## src/rtl/lsu_subword.sv

```systemverilog
// ---------------------------------------------------------------------------
// lsu_subword
//
// Load/store unit sitting between the execute stage and a word-wide,
// byte-addressed data memory. Decodes RV32I load/store funct3, only ever
// presents word-aligned addresses to memory, sign/zero-extends sub-word
// loads and performs sub-word stores as read-modify-write.
// Misaligned, out-of-range or illegal-funct3 requests are answered with an
// error response and never touch memory.
//
// Ports:
//   clk, rst       clock; synchronous active-low reset
//   req_valid      core request present
//   req_ready      high only when idle; accept = req_valid && req_ready
//   req_we         1 = store, 0 = load
//   req_funct3     RV32I funct3 (B, H, W, BU, HU)
//   req_addr       byte address
//   req_wdata      store data (low byte/half used for SB/SH)
//   resp_valid     one-cycle response pulse
//   resp_rdata     extended load data (0 for stores and errors)
//   resp_err       error flag, valid with resp_valid
//   mem_addr       word-aligned memory address
//   mem_we         memory write enable
//   mem_wdata      full little-endian word to write
//   mem_rdata      combinational read data for mem_addr
// ---------------------------------------------------------------------------
module lsu_subword #(
    parameter int MEM_BYTES = 1024
) (
    input  logic        clk,
    input  logic        rst,
    input  logic        req_valid,
    output logic        req_ready,
    input  logic        req_we,
    input  logic [2:0]  req_funct3,
    input  logic [31:0] req_addr,
    input  logic [31:0] req_wdata,
    output logic        resp_valid,
    output logic [31:0] resp_rdata,
    output logic        resp_err,
    output logic [31:0] mem_addr,
    output logic        mem_we,
    output logic [31:0] mem_wdata,
    input  logic [31:0] mem_rdata
);

    localparam logic [1:0] IDLE = 2'd0;
    localparam logic [1:0] RD   = 2'd1;
    localparam logic [1:0] WR   = 2'd2;
    localparam logic [1:0] RESP = 2'd3;

    logic [1:0]  state;
    logic [31:0] addr_q;
    logic [31:0] wdata_q;
    logic [31:0] buf_q;
    logic [2:0]  f3_q;
    logic        we_q;
    logic        err_q;

    logic        bad_f3;
    logic        misalign;
    logic        out_of_range;
    logic        req_err;
    logic [32:0] last_byte;
    logic [31:0] store_word;
    logic [31:0] load_data;

    // Classify the incoming request. Loads allow B/H/W/BU/HU, stores only
    // B/H/W. The range check uses a 33-bit sum so addresses near 2^32
    // cannot wrap around and look legal.
    always_comb begin
        if (req_we) begin
            bad_f3 = req_funct3[2] || (req_funct3[1:0] == 2'b11);
        end else begin
            bad_f3 = (req_funct3 == 3'b011) || (req_funct3[2:1] == 2'b11);
        end
        misalign = ((req_funct3[1:0] == 2'b01) && req_addr[0]) ||
                   ((req_funct3[1:0] == 2'b10) && (req_addr[1:0] != 2'b00));
        last_byte    = {1'b0, req_addr[31:2], 2'b00} + 33'd3;
        out_of_range = last_byte >= 33'(MEM_BYTES);
        req_err      = bad_f3 || misalign || out_of_range;
    end

    // Main sequencer. A request is latched in IDLE and then walks through
    // RD (fetch the word for loads and sub-word stores), WR (write the
    // merged or full word) and RESP. Errors jump straight to RESP.
    always_ff @(posedge clk) begin
        if (!rst) begin
            state   <= IDLE;
            addr_q  <= '0;
            wdata_q <= '0;
            buf_q   <= '0;
            f3_q    <= '0;
            we_q    <= 1'b0;
            err_q   <= 1'b0;
        end else begin
            case (state)
                IDLE: begin
                    if (req_valid) begin
                        addr_q  <= req_addr;
                        wdata_q <= req_wdata;
                        f3_q    <= req_funct3;
                        we_q    <= req_we;
                        err_q   <= req_err;
                        if (req_err) begin
                            state <= RESP;
                        end else if (req_we && (req_funct3[1:0] == 2'b10)) begin
                            state <= WR;
                        end else begin
                            state <= RD;
                        end
                    end
                end
                RD: begin
                    buf_q <= mem_rdata;
                    state <= we_q ? WR : RESP;
                end
                WR:      state <= RESP;
                default: state <= IDLE;
            endcase
        end
    end

    // Build the word written back: sub-word stores overwrite one lane of
    // the buffered word, SW writes its data unchanged.
    always_comb begin
        store_word = buf_q;
        case (f3_q[1:0])
            2'b00:   store_word[{addr_q[1:0], 3'b000} +: 8] = wdata_q[7:0];
            2'b01:   store_word[{addr_q[1], 4'b0000} +: 16] = wdata_q[15:0];
            default: store_word = wdata_q;
        endcase
    end

    // Pick the addressed lane out of the buffered word and extend it.
    always_comb begin
        logic [7:0]  lane_b;
        logic [15:0] lane_h;
        lane_b = buf_q[{addr_q[1:0], 3'b000} +: 8];
        lane_h = buf_q[{addr_q[1], 4'b0000} +: 16];
        case (f3_q)
            3'b000:  load_data = {{24{lane_b[7]}}, lane_b};
            3'b100:  load_data = {24'd0, lane_b};
            3'b001:  load_data = {{16{lane_h[15]}}, lane_h};
            3'b101:  load_data = {16'd0, lane_h};
            default: load_data = buf_q;
        endcase
    end

    // Outputs depend on state only. mem_we is also gated by rst so a reset
    // landing on the WR edge keeps memory from capturing the write.
    always_comb begin
        req_ready  = (state == IDLE);
        resp_valid = (state == RESP);
        resp_err   = (state == RESP) && err_q;
        resp_rdata = ((state == RESP) && !err_q && !we_q) ? load_data : 32'd0;
        mem_addr   = {addr_q[31:2], 2'b00};
        mem_we     = (state == WR) && rst;
        mem_wdata  = (state == WR) ? store_word : 32'd0;
    end

endmodule

```

## config.mk

```make
export PLATFORM = sky130hd
export DESIGN_NAME = lsu_subword
export DESIGN_NICKNAME = d
export VERILOG_FILES = /design/src/rtl/lsu_subword.sv
export SDC_FILE = /design/constraint.sdc
export NUM_CORES = 1
export LEC_CHECK = 0
export CAP_MARGIN = 20
export CORE_MARGIN = 1.5
export CORE_UTILIZATION = 45
export CTS_CLUSTER_DIAMETER = 30
export DETAILED_ROUTE_END_ITERATION = 12
export HOLD_SLACK_MARGIN = 0.05
export PLACE_DENSITY = 0.8
export SYNTH_ARGS = -nofsm -noshare
export SYNTH_HDL_FRONTEND = slang
export SYNTH_SLANG_ARGS = --single-unit
```

## constraint.sdc

```tcl
create_clock -name clk -period 5.7 [get_ports clk]
set_clock_uncertainty 0.1 [all_clocks]
set_input_delay 0.855 -clock clk [delete_from_list [all_inputs] [get_ports clk]]
set_output_delay 0.855 -clock clk [all_outputs]
set_load 0.005 [all_outputs]
```

==> impl_metrics.tcl <==
set metrics [dict create \
    yosysTopAreaCellShare 0.365 \
    max_stage_delay_ns 0.80 \
    setup_ws_ns 1.33 \
    grt_pass1_vias 5494 \
    clk_latency_ns 0.35 \
    num_rows 40 \
    async_flop_share 0 \
    synthCells 744 \
    start_util 0.467 \
    final_antenna_net_count 0 \
    power_density_nw_per_um2 352 \
    cp_slowest_cell "nor4bb_2" \
    cts_buffer_depth 2 \
    core_area_sq_um 12100 \
    yosys-top-cells-area "dfxtp_1 (36%), nand2_1 (12%), mux2i_1 (8.7%)" \
    timing.rr.end "state[0]$_SDFFE_PN0P_" \
    setup_tns_ns 0 \
    cp_data_required_time_ns 4.74 \
    min_to "wdata_q[18]$_SDFFE_PN0P_" \
    critPathTopFamily "buffers and inverters" \
    htree_levels 3 \
    path_clk_slew_ns 0.07 \
    status "finished, final reports clean" \
    hold_start "wdata_q[18]$_SDFFE_PN0P_" \
    cts_made_buffers 9 \
    dp.cells 1032 \
    synth_seq_cells 103 \
    relSlewSlack 0.272 \
    grt_max_degree 103 \
    ys.warnings.count 0 \
    drive_above_1_share 0.0352 \
    die-height_um 115 \
    grt_first_pass_wirelength_um 28800 \
    final.period_utilization 0.767 \
    area_growth_syn_to_layout_pct 37.8 \
    worstPathArrival_ns 3.42 \
    synthTopCellsByCount "nand2_1 (178), dfxtp_1 (103), a21oi_1 (88), nor2_1 (80), mux2i_1 (49)" \
    drt-pass1-iter-count 5 \
    fin_util 0.644 \
    n_antenna_cell 0 \
    worstMarginPinSlew_ns 1.09 \
    die_w_um 115 \
    nNetsFinal 987 \
    pin_count 203 \
    root_buffer "clkbuf_16" \
    hold_ws_ns 0.352 \
    hpwl_um 13100 \
    stdcell_count 1048 \
    via_count 5766 \
    cp_max_fo 33 \
    portBuffers 200 \
    grt_antenna_before_repair 0 \
    finish.instance_area_sq_um 7790 \
    placed_area_sq_um 7460 \
    final_max_slew_viol_count 0 \
    total_power_mw 2.75 \
    synth_edf_count 0 \
    netlist_area_sq_um 5660 \
    r2r_cells 6 \
    hold_buffers 0 \
    hold_path_class "flop to flop" \
    p_leak_nw 2.74 \
    critPathLaunchType "flop" \
    drtIter0Drc 493 \
    drc_errors 0 \
    final_hold_viol_count 0 \
    cts_setup_buffers 0 \
    vias_per_cell 5.50 \
    cp.buffers_inverters 3 \
    yosysMostFrequentCell "nand2_1" \
    yosys.area.top_type "dfxtp_1" \
    cap_violations 0 \
    yosys_most_used_dff "dfxtp_1" \
    synth.distinct_cells 47 \
    grt_usage 0.280 \
    period_minus_slack_ns 4.37 \
    die_area_sq_um 13300 \
    cts.sinks 103 \
    r2r_slack_ns 3.16 \
    r2r_start "state[0]$_SDFFE_PN0P_" \
    worst_setup_path_end_kind "output port" \
    ir_worst_vdd_v 0.000220 \
    worstSetupPathType "flop to output port" \
    ctsResizeCount 0 \
    totalWireLength_um 18300 \
    cts_tree "built" \
    place_ws_ns 1.69 \
    yosysSeqAreaShare 0.365 \
    timing.critical_path.from "addr_q[1]$_SDFFE_PN0P_" \
    wl_per_cell_um 17.5 \
    syn_area_per_cell_sq_um 7.60 \
    rsz0062_at_grt "false" \
    overflow 0 \
    hold_path_depth 2 \
    crit_chain "buf_4 > inv_1 > ha_1 > nor4bb_2 > a221o_1 > a22oi_1 > nor2_1 > clkdlybuf4s50_1" \
    setup_violations 0 \
    gp_congestion 0.879 \
    timing.fmax_mhz 229 \
]
state kept, by name, indices dropped and copies added, names as in the netlist:
signal and count:
state 2, f3_q 3, wdata_q 32, we_q 1, addr_q 32, buf_q 32
err_q 1
worst register-to-register path, delay by kind of cell, from the launching register on:
family	cells	cell delay [ns]
buf+inv	2	0.83
fa+ha+maj	1	0.34
compound gates	3	0.83
flops	1	0.36
cell type report:
type,count,area [sq um]
fill,1105,4320
multi-input combinational,546,3110
sequential,103,2060
timing repair buffer,206,2050
clock buffer,10,239
tap,168,210
clock inverter,6,92.6
inverter,9,33.8
kinds of logic (layout without fill, tap and decap cells):
group           Yosys count  count (layout)  share of synthesized area
buf+inv                  96             231                     0.0885
mux                      52              52                     0.0967
flops                   103             103                      0.365
simple gates            304             304                      0.226
other cells               1               2                   0.000663
fa+ha+maj                 9               9                     0.0199
compound gates          179             179                      0.204
layer usage:
| metal | up-vias | track usage | wire, um |
|---|---|---|---|
| li1 | 2784 | - | - |
| met1 | 2665 | 0.343 | 7480 |
| met2 | 279 | 0.463 | 8260 |
| met3 | 38 | 0.0901 | 2030 |
| met4 | 0 | 0.0996 | 531 |
| met5 | - | 0 | 0 |
report_power, final:
group | internal (mW) | switching [mW] | leakage (nW) | total, mW
registers | 0.854 | 0.165 | 0.843 | 1.02
logic | 0.487 | 0.555 | 1.74 | 1.04
clock network | 0.399 | 0.285 | 0.155 | 0.685
how the worst max path moves through the flow:
stage                               end  slack [ns]  cells after the start
after floorplan           mem_wdata[24]        2.91                      8
after global placement    mem_wdata[29]        1.28                      8
after detailed placement  mem_wdata[29]        1.69                      8
after CTS                 mem_wdata[29]        1.28                      8
after global routing      mem_wdata[29]        1.10                      8
final                     mem_wdata[29]        1.33                      8
cells in the final DEF (no fill, tap or decap), drive strengths merged, types with 10 or more instances in the layout:
master and instances:
a21oi 88, a22oi 16, clkbuf 10, clkdlybuf4s50 200, dfxtp 103, mux2i 49, nand2 178, nor2 80
nor2b 11, o21ai 12
(Power assumes the default switching activity.)
